File: src/rtl/id_ex_operand_stage_pkg.sv
// ============================================================================
//  Module   : id_ex_operand_stage_pkg
//  Brief    : Shared forward-select encodings and defaults for the ID/EX stage
//  Revision : 1.0 - initial release
// ============================================================================
`default_nettype none

package id_ex_operand_stage_pkg;

   localparam logic [1:0] FWD_REG  = 2'b00;
   localparam logic [1:0] FWD_EXE  = 2'b01;
   localparam logic [1:0] FWD_MEM  = 2'b10;
   localparam logic [1:0] FWD_LOAD = 2'b11;

   localparam int         CTRL_W   = 16;
   localparam logic [31:0] NOP_INST = 32'h0000_0013;

endpackage : id_ex_operand_stage_pkg

`default_nettype wire

File: src/rtl/id_ex_operand_stage_fwd_mux.sv
// ============================================================================
//  Module   : operand_fwd_mux
//  Brief    : 4:1 operand forwarding select (regfile / EXE ALU / MEM ALU / load)
//  Revision : 1.0 - initial release
// ============================================================================
`default_nettype none

module operand_fwd_mux
   import id_ex_operand_stage_pkg::*;
#(
   parameter int XLEN = 32
) (
   input  logic [1:0]      sel,
   input  logic [XLEN-1:0] reg_data,
   input  logic [XLEN-1:0] alu_exe,
   input  logic [XLEN-1:0] alu_mem,
   input  logic [XLEN-1:0] load_mem,
   output logic [XLEN-1:0] operand
);

   always_comb begin
      operand = reg_data;
      case (sel)
         FWD_REG:  operand = reg_data;
         FWD_EXE:  operand = alu_exe;
         FWD_MEM:  operand = alu_mem;
         FWD_LOAD: operand = load_mem;
         default:  operand = reg_data;
      endcase
   end

endmodule : operand_fwd_mux

`default_nettype wire

File: src/rtl/id_ex_operand_stage.sv
// ============================================================================
//  Module   : id_ex_operand_stage
//  Brief    : ID/EX pipeline register with operand forwarding, hold/flush and
//             saturating bubble/hold performance counters
//  Revision : 1.0 - initial release
// ============================================================================
`default_nettype none

module id_ex_operand_stage
   import id_ex_operand_stage_pkg::*;
#(
   parameter int          XLEN     = 32,
   parameter int          CTRL_W   = id_ex_operand_stage_pkg::CTRL_W,
   parameter int          CNT_W    = 16,
   parameter logic [31:0] NOP_INST = id_ex_operand_stage_pkg::NOP_INST
) (
   input  logic              clk,
   input  logic              rst_n,
   input  logic              reg_DE_EN,
   input  logic              reg_DE_flush,
   input  logic [1:0]        forward_ctrl_A,
   input  logic [1:0]        forward_ctrl_B,
   input  logic              forward_ctrl_ls,
   input  logic              valid_ID,
   input  logic [XLEN-1:0]   PC_ID,
   input  logic [XLEN-1:0]   inst_ID,
   input  logic [XLEN-1:0]   rs1_data_ID,
   input  logic [XLEN-1:0]   rs2_data_ID,
   input  logic [XLEN-1:0]   imm_ID,
   input  logic [4:0]        rd_ID,
   input  logic [4:0]        rs2_ID,
   input  logic [CTRL_W-1:0] ctrl_ID,
   input  logic [XLEN-1:0]   ALUout_EXE,
   input  logic [XLEN-1:0]   ALUout_MEM,
   input  logic [XLEN-1:0]   Datain_MEM,
   output logic              valid_EXE,
   output logic [XLEN-1:0]   PC_EXE,
   output logic [XLEN-1:0]   inst_EXE,
   output logic [XLEN-1:0]   A_EXE,
   output logic [XLEN-1:0]   B_EXE,
   output logic [XLEN-1:0]   imm_EXE,
   output logic [4:0]        rd_EXE,
   output logic [4:0]        rs2_EXE,
   output logic [CTRL_W-1:0] ctrl_EXE,
   output logic [XLEN-1:0]   Dataout_EXE,
   output logic [CNT_W-1:0]  bubble_cnt,
   output logic [CNT_W-1:0]  hold_cnt
);

   localparam logic [XLEN-1:0]  NOP_WORD = XLEN'(NOP_INST);
   localparam logic [CNT_W-1:0] CNT_ONE  = CNT_W'(1);

   logic [XLEN-1:0] w_a_fwd;
   logic [XLEN-1:0] w_b_fwd;
   logic            w_hold;
   logic            r_ls_exe;

   operand_fwd_mux #(.XLEN(XLEN)) u_fwd_a (
      .sel      (forward_ctrl_A),
      .reg_data (rs1_data_ID),
      .alu_exe  (ALUout_EXE),
      .alu_mem  (ALUout_MEM),
      .load_mem (Datain_MEM),
      .operand  (w_a_fwd)
   );

   operand_fwd_mux #(.XLEN(XLEN)) u_fwd_b (
      .sel      (forward_ctrl_B),
      .reg_data (rs2_data_ID),
      .alu_exe  (ALUout_EXE),
      .alu_mem  (ALUout_MEM),
      .load_mem (Datain_MEM),
      .operand  (w_b_fwd)
   );

   assign w_hold = !reg_DE_flush && !reg_DE_EN;

   // Flush has priority over hold; a bubble zeroes rd so the hazard unit sees no match.
   always_ff @(posedge clk or negedge rst_n) begin
      if (!rst_n) begin
         valid_EXE <= 1'b0;
         PC_EXE    <= '0;
         inst_EXE  <= NOP_WORD;
         A_EXE     <= '0;
         B_EXE     <= '0;
         imm_EXE   <= '0;
         rd_EXE    <= '0;
         rs2_EXE   <= '0;
         ctrl_EXE  <= '0;
         r_ls_exe  <= 1'b0;
      end else if (reg_DE_flush) begin
         valid_EXE <= 1'b0;
         PC_EXE    <= '0;
         inst_EXE  <= NOP_WORD;
         A_EXE     <= '0;
         B_EXE     <= '0;
         imm_EXE   <= '0;
         rd_EXE    <= '0;
         rs2_EXE   <= '0;
         ctrl_EXE  <= '0;
         r_ls_exe  <= 1'b0;
      end else if (reg_DE_EN) begin
         valid_EXE <= valid_ID;
         PC_EXE    <= PC_ID;
         inst_EXE  <= inst_ID;
         A_EXE     <= w_a_fwd;
         B_EXE     <= w_b_fwd;
         imm_EXE   <= imm_ID;
         rd_EXE    <= valid_ID ? rd_ID : 5'd0;
         rs2_EXE   <= rs2_ID;
         ctrl_EXE  <= valid_ID ? ctrl_ID : '0;
         r_ls_exe  <= forward_ctrl_ls;
      end
   end

   always_ff @(posedge clk or negedge rst_n) begin
      if (!rst_n) begin
         bubble_cnt <= '0;
         hold_cnt   <= '0;
      end else begin
         if (reg_DE_flush && (bubble_cnt != '1))
            bubble_cnt <= bubble_cnt + CNT_ONE;
         if (w_hold && (hold_cnt != '1))
            hold_cnt <= hold_cnt + CNT_ONE;
      end
   end

   // Late store-data forward from the load returning in MEM this cycle.
   assign Dataout_EXE = r_ls_exe ? Datain_MEM : B_EXE;

endmodule : id_ex_operand_stage

`default_nettype wire

File: config.mk
export PLATFORM = sky130hd
export DESIGN_NAME = id_ex_operand_stage
export DESIGN_NICKNAME = d
export VERILOG_FILES = /design/src/rtl/id_ex_operand_stage_pkg.sv /design/src/rtl/id_ex_operand_stage_fwd_mux.sv /design/src/rtl/id_ex_operand_stage.sv
export SDC_FILE = /design/constraint.sdc
export NUM_CORES = 1
export LEC_CHECK = 0
export ABC_AREA = 1
export BUFFER_PORTS_ARGS = -buffer_cell sky130_fd_sc_hd__buf_2
export CAP_MARGIN = 20
export CORE_AREA = 2 2 210 212
export CTS_CLUSTER_DIAMETER = 40
export DETAILED_ROUTE_END_ITERATION = 6
export DIE_AREA = 0 0 212 214
export GPL_ROUTABILITY_DRIVEN = 0
export MAX_ROUTING_LAYER = met4
export REMOVE_ABC_BUFFERS = 1
export SETUP_SLACK_MARGIN = 0.15
export SLEW_MARGIN = 10
export SYNTH_ARGS = -nofsm -noshare
export SYNTH_HDL_FRONTEND = slang
export SYNTH_HIERARCHICAL = 1
export SYNTH_SLANG_ARGS = --single-unit
File: constraint.sdc
create_clock -name clk -period 1.7 [get_ports clk]
set_input_delay 0.51 -clock clk [delete_from_list [all_inputs] [get_ports clk]]
set_output_delay 0.51 -clock clk [all_outputs]
set_load 0.005 [all_outputs]
==> After elaboration in Yosys (flattened, before gate mapping) <==
Index checks and enable logic that the tools add are counted.
{ "op_classes": {"add_sub_neg": 2, "multipliers": 0, "div": 0, "magnitude_cmp": 0, "eq_ne": 8, "shift": 0, "n_mux": 25, "bitwise": 0, "n_reduce_logical": 8} }
{ "ops": {"columns": ["operator", "count"], "rows": [
  ["32-bit two-way mux", 11],
  ["32-bit one-hot mux with 4 select lines", 2],
  ["16-bit two-way mux", 3],
  ["16-bit by 1-bit adder with 16-bit output (second input constant)", 2],
  ["16-bit != test (second input constant)", 2],
  ["5-bit two-way mux", 5],
  ["2-bit equality test (second input constant)", 4],
  ["2-bit by 1-bit equality test with 1-bit output (second input constant)", 2],
  ["2-bit zero test", 2],
  ["1-bit two-way mux", 4],
  ["1-bit logical AND", 3],
  ["1-bit zero test", 2],
  ["2-bit nonzero test", 1]
]} }
{ "word_totals": {"ff_bits": 220, "latch_bits": 0, "ramBits": 0, "rom_bits": 0, "out_inout_bits": 251, "memories": 0} }

==> Logic depth before layout (Yosys ltp) <==
Gate-level depths: netlist of run 1.
{ "logic_depth": {"depth_word": 4, "ltp_mapped": 9, "depth_no_buf": 9} }

==> Cells and area by module <==
Netlist of run 1, hierarchy kept.
{ "modules_own_cells": {"columns": ["mod", "n_inst", "cells_per_inst", "area_each_um2"], "rows": [
  ["id_ex_operand_stage", 1, 829, 9036.2],
  ["operand_fwd_mux", 2, 186, 1078.5]
]} }

==> Worst setup path before layout of run 1 <==
No wires, ideal clock.
{ "synth_timing": {"path_kind": "register -> output", "start": "register r_ls_exe", "end": "output port Dataout_EXE[0]", "t_arrival_ps": 992, "required_ps": 1190, "path_slack_ps": 198, "stages_incl_launch_ff": 5, "path_buffers": 2, "cell_sequence": "dfrtp_1 > clkbuf_1 > clkbuf_1 > nand2_1 > o21ai_0"} }
{ "synth_between": {"elab_chain_len": 1} }
{ "synth_lines": {"columns": ["element", "line", "rtl"], "rows": [
  ["from (decl)", "id_ex_operand_stage.sv:56", "logic r_ls_exe;"],
  ["from (signal assigned)", "id_ex_operand_stage.sv:112", "r_ls_exe <= forward_ctrl_ls;"],
  ["32-bit two-way mux", "id_ex_operand_stage.sv:129", "assign Dataout_EXE = r_ls_exe ? Datain_MEM : B_EXE;"],
  ["to (decl)", "id_ex_operand_stage.sv:45", "output logic [XLEN-1:0] Dataout_EXE,"]
]} }
Every way passes these cells.

==> Worst setup path after layout of run 1 <==
{ "layout_timing": {"start": "register r_ls_exe", "end": "output port Dataout_EXE[5]"} }
Same word-level chain as after synthesis.

==> run_results.csv, run 1 <==
group,metric,value,unit
status,status,"complete, but fails checks",
status,failed_checks,"negative setup slack",
timing,max_slew.worst_pin.slew,498.4,ps
drt,wirelength,50380,microns
global_routing,grt_max_degree,61,
power,irDropWorstVdd,0.0005834,V
cts,clk_pin_slew,60,ps
drt,first_pass_iters,5,
critical_path,critPathMaxFanout,6,
placed_design,hpwl,36410,microns
die,dieArea,0.04537,sq mm
cts,insertion_delay,540,ps
synth,yosysUniqueCellTypes,32,
synth,netlist_instances,1201,
synth,synth-seq-cells,220,
drt,drt_iter0_markers,983,
global_routing,grt_pass1_vias,12632,
synth,syn_avg_cell_area,9.320,sq um
timing,min_period,2155,ps
critical_path,cp-start-kind,"register",
timing,final_max_slew_viol_count,0,
timing,rsz0062_at_grt,"true",
synth,netlist_area,0.01119,sq mm
die,rows,76,
synth,ys_warn_count,6,
cts,cts_tree,"built",
die,initial_core_util,26.10,%
timing,relSlewSlack,66.77,%
power,power_density,992.9,mW/mm^2
drt,drt.antenna.violating_nets,0,
finish,fillers,4161,
cts,cts.path.max_buffers,3,
synth,synth_top_family_by_area,"simple AND/OR/NAND/NOR gates",
drt,vias,12828,
die,core,0.04289,sq mm
cts,numClockSinks,220,
synth,netlist.area_leader.share,48.51,%
timing,finalSetupTns,-11360,ps
die,die_y,214,microns
drt,viasPerCell,5.001,
finish,final_cell_area,0.01825,sq mm
synth,synthMuxAreaShare,0,%
global_routing,grt.total_usage,21.78,%
critical_path,critical_path_class,"reg2out",
finish,regArea,0.005519,sq mm
cts,cts_made_buffers,43,
timing,hold_violations,0,
global_routing,grt_pass1_wl,74160,microns
timing,finClkSkew,12.29,ps
placed_design,post_dp_cell_area,0.01489,sq mm
power,leakage,9.522,nW
min_path,min_path_type,"in2reg",
job,maxCapViolCount,0,
cts,ctsRootBufferMaster,"clkbuf_16",
synth,synthSimpleGateAreaFrac,25.80,%
timing,finalSetupViolations,32,
drt,wl_per_cell,19.64,microns
synth,synthAdderAreaFrac,0.2236,%
finish,layout-drive-gt1-share,50.48,%
synth,synth.area.top_cells,"dfrtp_1, a22o_1, nand3_1",
finish,final_nets,2232,
die,fp.dieW,212,microns
timing,fmaxAchievable,464.0,MHz
synth,synth_compound_area_share,15.75,%
power,p_total,18.12,mW
global_routing,grt-ovfl-total,0,
synth,yosysTopAreaCell,"dfrtp_1",
finish,multiInputGateArea,0.005059,sq mm
synth,synth_xor_xnor_area_share,0.7825,%
critical_path,cp.arrival,1650,ps
placed_design,io_buffers,542,
drt,drc_errors,0,
die,ios,543,
timing,setup_slack,-455.1,ps
finish,syn_to_final_growth,63.01,%
global_routing,antenna_found_initial,10,
critical_path,critPathRequiredTime,1190,ps
synth,yosysSeqAreaShare,49.22,%
critical_path,cp-end-kind,"primary output",
placed_design,post-place-ws,24.79,ps
cts,cts-htree-levels,2,
finish,fin_util,42.55,%
timing,layout_worst_path_cycle_share,126.8,%
==> synthesized netlist by cell type <==
cell type and instances:
a22o_1 132, a32o_1 21, buf_1 3, buf_12 2, buf_2 50, buf_4 12
buf_6 8, buf_8 10, clkbuf_1 12, dfrtp_1 217, dfstp_2 3, ha_1 2
inv_1 58, inv_2 7, nand2_1 237, nand2_2 8, nand2_4 3, nand3_1 183
nand3_2 20, nand3b_1 5, nand4_1 75, nand4_4 1, nor2_1 23, nor2_2 10
nor2_4 5, nor2_8 2, nor3_1 5, o21ai_0 69, o21ai_1 5, o22a_1 3
xnor2_1 7, xor2_1 3
==> area by class of cell <==
class,instances,share of cell area (%)
antenna,7,0.09600
clock buffer,49,6.357
clock inverter,31,1.879
inverter,65,1.365
multi-input combinational,819,27.72
sequential,220,30.25
tap,585,4.012
timing repair buffer,789,28.32
==> report_power, final <==
part | switching, mW | leakage (nW) | internal (mW)
Combinational | 1.77 | 5.88 | 1.74
Sequential | 0.246 | 2.92 | 5.62
Clock | 3.13 | 0.725 | 5.61
Total | 5.15 | 9.52 | 13.0
==> final timing paths <==
check,from,end,slack (ps),cells after the start
setup / recovery,r_ls_exe,Dataout_EXE[5],-460,6
hold / removal,imm_ID[3],imm_EXE[3],180,2
min in group asynchronous,rst_n,inst_EXE[31],440,2
hold reg to reg,ctrl_EXE[0],ctrl_EXE[0],490,1
setup reg to reg,hold_cnt[0],hold_cnt[1],60,12
max in group asynchronous,rst_n,A_EXE[5],630,3
==> registers in the layout (all words and copies together), names as in the netlist, 5 cells and up <==
signal / cells
B_EXE: 32
A_EXE: 32
ctrl_EXE: 16
hold_cnt: 16
rd_EXE: 5
bubble_cnt: 16
rs2_EXE: 5
imm_EXE: 32
PC_EXE: 32
inst_EXE: 32
==> metal layers <==
metal	up-vias	global-route usage, %	wire length (microns)
li1	5781	-	-
met1	6165	25.45	19530
met2	755	36.10	24410
met3	127	5.776	4754
met4	0	7.324	1685
met5	-	-	0
==> per-stage QoR <==
stage	hold slack [ps]	instances
2_1_floorplan	214.4	1104
3_3_place_gp	395.2	2315
3_5_place_dp	396.6	2315
4_1_cts	140.2	2505
5_1_grt	148.5	2565
6_report	180.3	2565
==> repair_timing <==
| item | 4_1_cts | 5_1_grt |
|---|---|---|
| cloned | 2 | 0 |
| endpoints found under the hold margin | 21 | 0 |
| endpoints found under the setup margin | 252 | 276 |
| hold buffers | 1 | 0 |
| pin swaps | 13 | 30 |
| resized for setup | 107 | 79 |
| buffers inserted | 107 | 53 |
==> cells by family after synthesis <==
logic type,Yosys count
AOI/OAI and AO/OA,230
adders and majority gates,2
DFF,220
and+or+nand+nor,577
xor gates and xnor gates,10
buffers and inverters,162
==> placed cells by master, fill, tap and decap left out, drive strengths merged <==
master,instances
buf,788
nor2,40
dfrtp,217
dlygate4sd3,1
xor2,3
nand2,248
nor3,5
inv,76
nand3b,5
nand4,76
clkbuf,49
ha,2
clkinv,10
clkinvlp,6
a32o,21
o21ai,74
nand3,203
bufinv,4
xnor2,7
dfstp,3
diode,7
o22a,3
a22o,132
==> worst max-delay path: stages (launching register included) <==
cell and delay, ps:
dfrtp_2 430, buf_12 160, buf_12 140, buf_8 130, nand2_1 70, o21ai_2 50
buf_2 120
No activity file was read; power rests on OpenSTA's default activity.
==> run 2: changes to the inputs <==
Settings changed: ABC_CLOCK_PERIOD_IN_PS set to 1700, CORE_AREA 2 2 210 212 to 2 2 213 215, DIE_AREA 0 0 212 214 to 0 0 215 217, SETUP_SLACK_MARGIN 0.15 to unset, SYNTH_HIERARCHICAL 1 to unset.
==> run_results.csv, run 2 <==
group,metric,value,unit
status,status,"complete, but fails checks",
status,failed_checks,"negative setup slack",
timing,finalSetupTns,-10230,ps
global_routing,use_met1,23.41,%
finish,final_common_cell,"buf_2",
cts,cts_tree,"built",
timing,final_max_slew_viol_count,0,
cts,cts_made_buffers,43,
global_routing,antenna_found_initial,11,
drt,drt.antenna.violating_nets,0,
critical_path,cp.depth,5,
critical_path,cp_slowest_cell,"dfrtp_2",
die,fp.dieW,215,microns
critical_path,rr_worst_depth,10,
die,die_y,217,microns
cts,cts.path.max_buffers,3,
finish,fillers,4573,
critical_path,critPathRequiredTime,1190,ps
die,rows,78,
finish,multiInputGateArea,0.004801,sq mm
cts,ctsRootBufferMaster,"clkbuf_16",
synth,netlist_area,0.01084,sq mm
die,ios,543,
drt,drc_errors,0,
global_routing,grtUsageMet3,4.179,%
critical_path,critPathMaxFanout,5,
finish,final_cell_area,0.01653,sq mm
finish,final_cells,2468,
synth,yosys.cell_count.top_type,"nand2_1",
placed_design,post-place-ws,-9.592,ps
power,leakage,8.701,nW
critical_path,critical_path_class,"reg2out",
synth,synth.area.top_cells,"dfrtp_1, nand2_1, a22o_1",
synth,ys.flop_type,"dfrtp_1",
critical_path,cp-end-kind,"primary output",
critical_path,cp.buffers_inverters,3,
global_routing,met2_usage,32.01,%
critical_path,cp-start-kind,"register",
die,core,0.04470,sq mm
job,maxCapViolCount,0,
timing,setup_slack,-375.2,ps
cts,cts-htree-levels,2,
die,dieArea,0.04666,sq mm
synth,synth_edf_count,0,
drt,wl_per_cell,18.73,microns
global_routing,busiest_layer,"met2",
placed_design,post_dp_cell_area,0.01467,sq mm
global_routing,grt-ovfl-total,0,
global_routing,grt_pass1_vias,11620,
cts,insertion_delay,550,ps
synth,synth_top_cells_by_count,"nand2_1, dfrtp_1, a22o_1",
timing,rsz0062_at_grt,"true",
critical_path,crit_chain,"inv_8, buf_12, nand2_1, nand2_1, buf_2",
drt,first_pass_iters,5,
timing,finClkSkew,15.85,ps
placed_design,io_buffers,542,
placed_design,hpwl,33620,microns
finish,syn_to_final_growth,52.46,%
power,power_density,1093,mW/mm^2
critical_path,crit_path_max_incr_delay,460,ps
synth,yosysTopAreaCell,"dfrtp_1",
synth,syn_avg_cell_area,8.678,sq um
timing,min_period,2075,ps
synth,ys_warn_count,0,
critical_path,crit_family,"flip-flops",
critical_path,cp.arrival,1570,ps
synth,yosysSeqAreaShare,50.83,%
power,irDropWorstVdd,0.001266,V
finish,regArea,0.005528,sq mm
drt,viasPerCell,4.863,
synth,synth-seq-cells,220,
finish,layout-drive-gt1-share,40.86,%
timing,whs,156.3,ps
timing,max_slew.worst_pin.slew,400.8,ps
min_path,holdPathStages,3,
global_routing,grt.total_usage,19.49,%
critical_path,cp_common_cell,"nand2_1",
cts,numClockSinks,220,
cts,clk_pin_slew,50,ps
timing,layout_worst_path_cycle_share,122.1,%
global_routing,grt_max_degree,59,
finish,final_nets,2125,
drt,drt_iter0_markers,1048,
drt,vias,12003,
synth,yosysUniqueCellTypes,30,
timing,fmaxAchievable,481.9,MHz
synth,netlist_instances,1249,
synth,async_flop_share,100.0,%
finish,mostFrequentLayoutCells,"buf_2, nand2_1, dfrtp_1",
min_path,min_path_type,"in2reg",
timing,finalSetupViolations,32,
timing,relSlewSlack,73.28,%
die,initial_core_util,24.25,%
placed_design,dpl.cell_count,2374,
drt,wirelength,46220,microns
global_routing,grt_pass1_wl,68700,microns
synth,netlist.area_leader.share,50.10,%
timing,hold_violations,0,
## run 2: what timing repair did
action / 4_1_cts / 5_1_grt
resized for setup: 27 / 39
gates cloned: 1 / 1
hold buffers: 1 / 0
buffers inserted: 5 / 7
endpoints found under the hold margin: 27 / 0
setup endpoints to repair: 44 / 77
pin swaps: 2 / 3
## run 2: power by group
group / internal, mW / leakage, nW / switching (mW)
clock network: 5.90 / 0.736 / 2.97
registers: 5.72 / 2.85 / 0.406
logic: 1.46 / 5.11 / 1.61
total: 13.1 / 8.70 / 4.99
## run 2: through the flow
step                power [mW]  utilization (%)
finish                   18.06            36.97
global route             18.89            36.97
CTS                      18.14            36.54
detailed placement       9.047            32.82
global placement         8.998            32.82
floorplan                7.221                -
## run 2: worst register-to-register path, stage by stage (launching register included)
cell and delay [ps]:
dfrtp_1 400, buf_4 130, ha_2 210, inv_1 60, nor2_2 110, nand2_2 100, nor2_2 170, nor2_4 50
buf_12 140, nand2_1 50, o21ai_0 70
## run 2: area by class of cell
cell class,count,share of cell area [%]
tap,600,4.543
timing repair buffer,625,22.87
antenna,3,0.04543
clock buffer,53,7.178
inverter,36,0.8631
sequential,220,33.45
clock inverter,26,1.999
multi-input combinational,905,29.05
## run 2: path summary, 6_finish.rpt
| kind | start | endpoint | slack (ps) |
|---|---|---|---|
| worst min-delay path | inst_ID[4] | inst_EXE[4] | 160 |
| worst min register to register | inst_EXE[4] | inst_EXE[4] | 480 |
| worst max register to register | hold_cnt[1] | hold_cnt[3] | 90 |
| worst max-delay path | r_ls_exe | Dataout_EXE[4] | -380 |
| min in group asynchronous | rst_n | rd_EXE[2] | 450 |
| max in group asynchronous | rst_n | B_EXE[29] | 650 |
## run 2: per-layer routing
metal | vias up | wire length [microns]
met1 | 5728 | 18470
met4 | 0 | 1598
met3 | 136 | 3616
met2 | 656 | 22540
li1 | 5483 | -
met5 | - | 0
## run 2: logic make-up after synthesis
kind of cell / Yosys count / synth area share, %
flops: 220 / 50.83
compound gates: 241 / 17.15
buf+inv: 124 / 5.852
xor+xnor: 13 / 1.050
simple gates: 649 / 24.89
fa+ha+maj: 2 / 0.2308
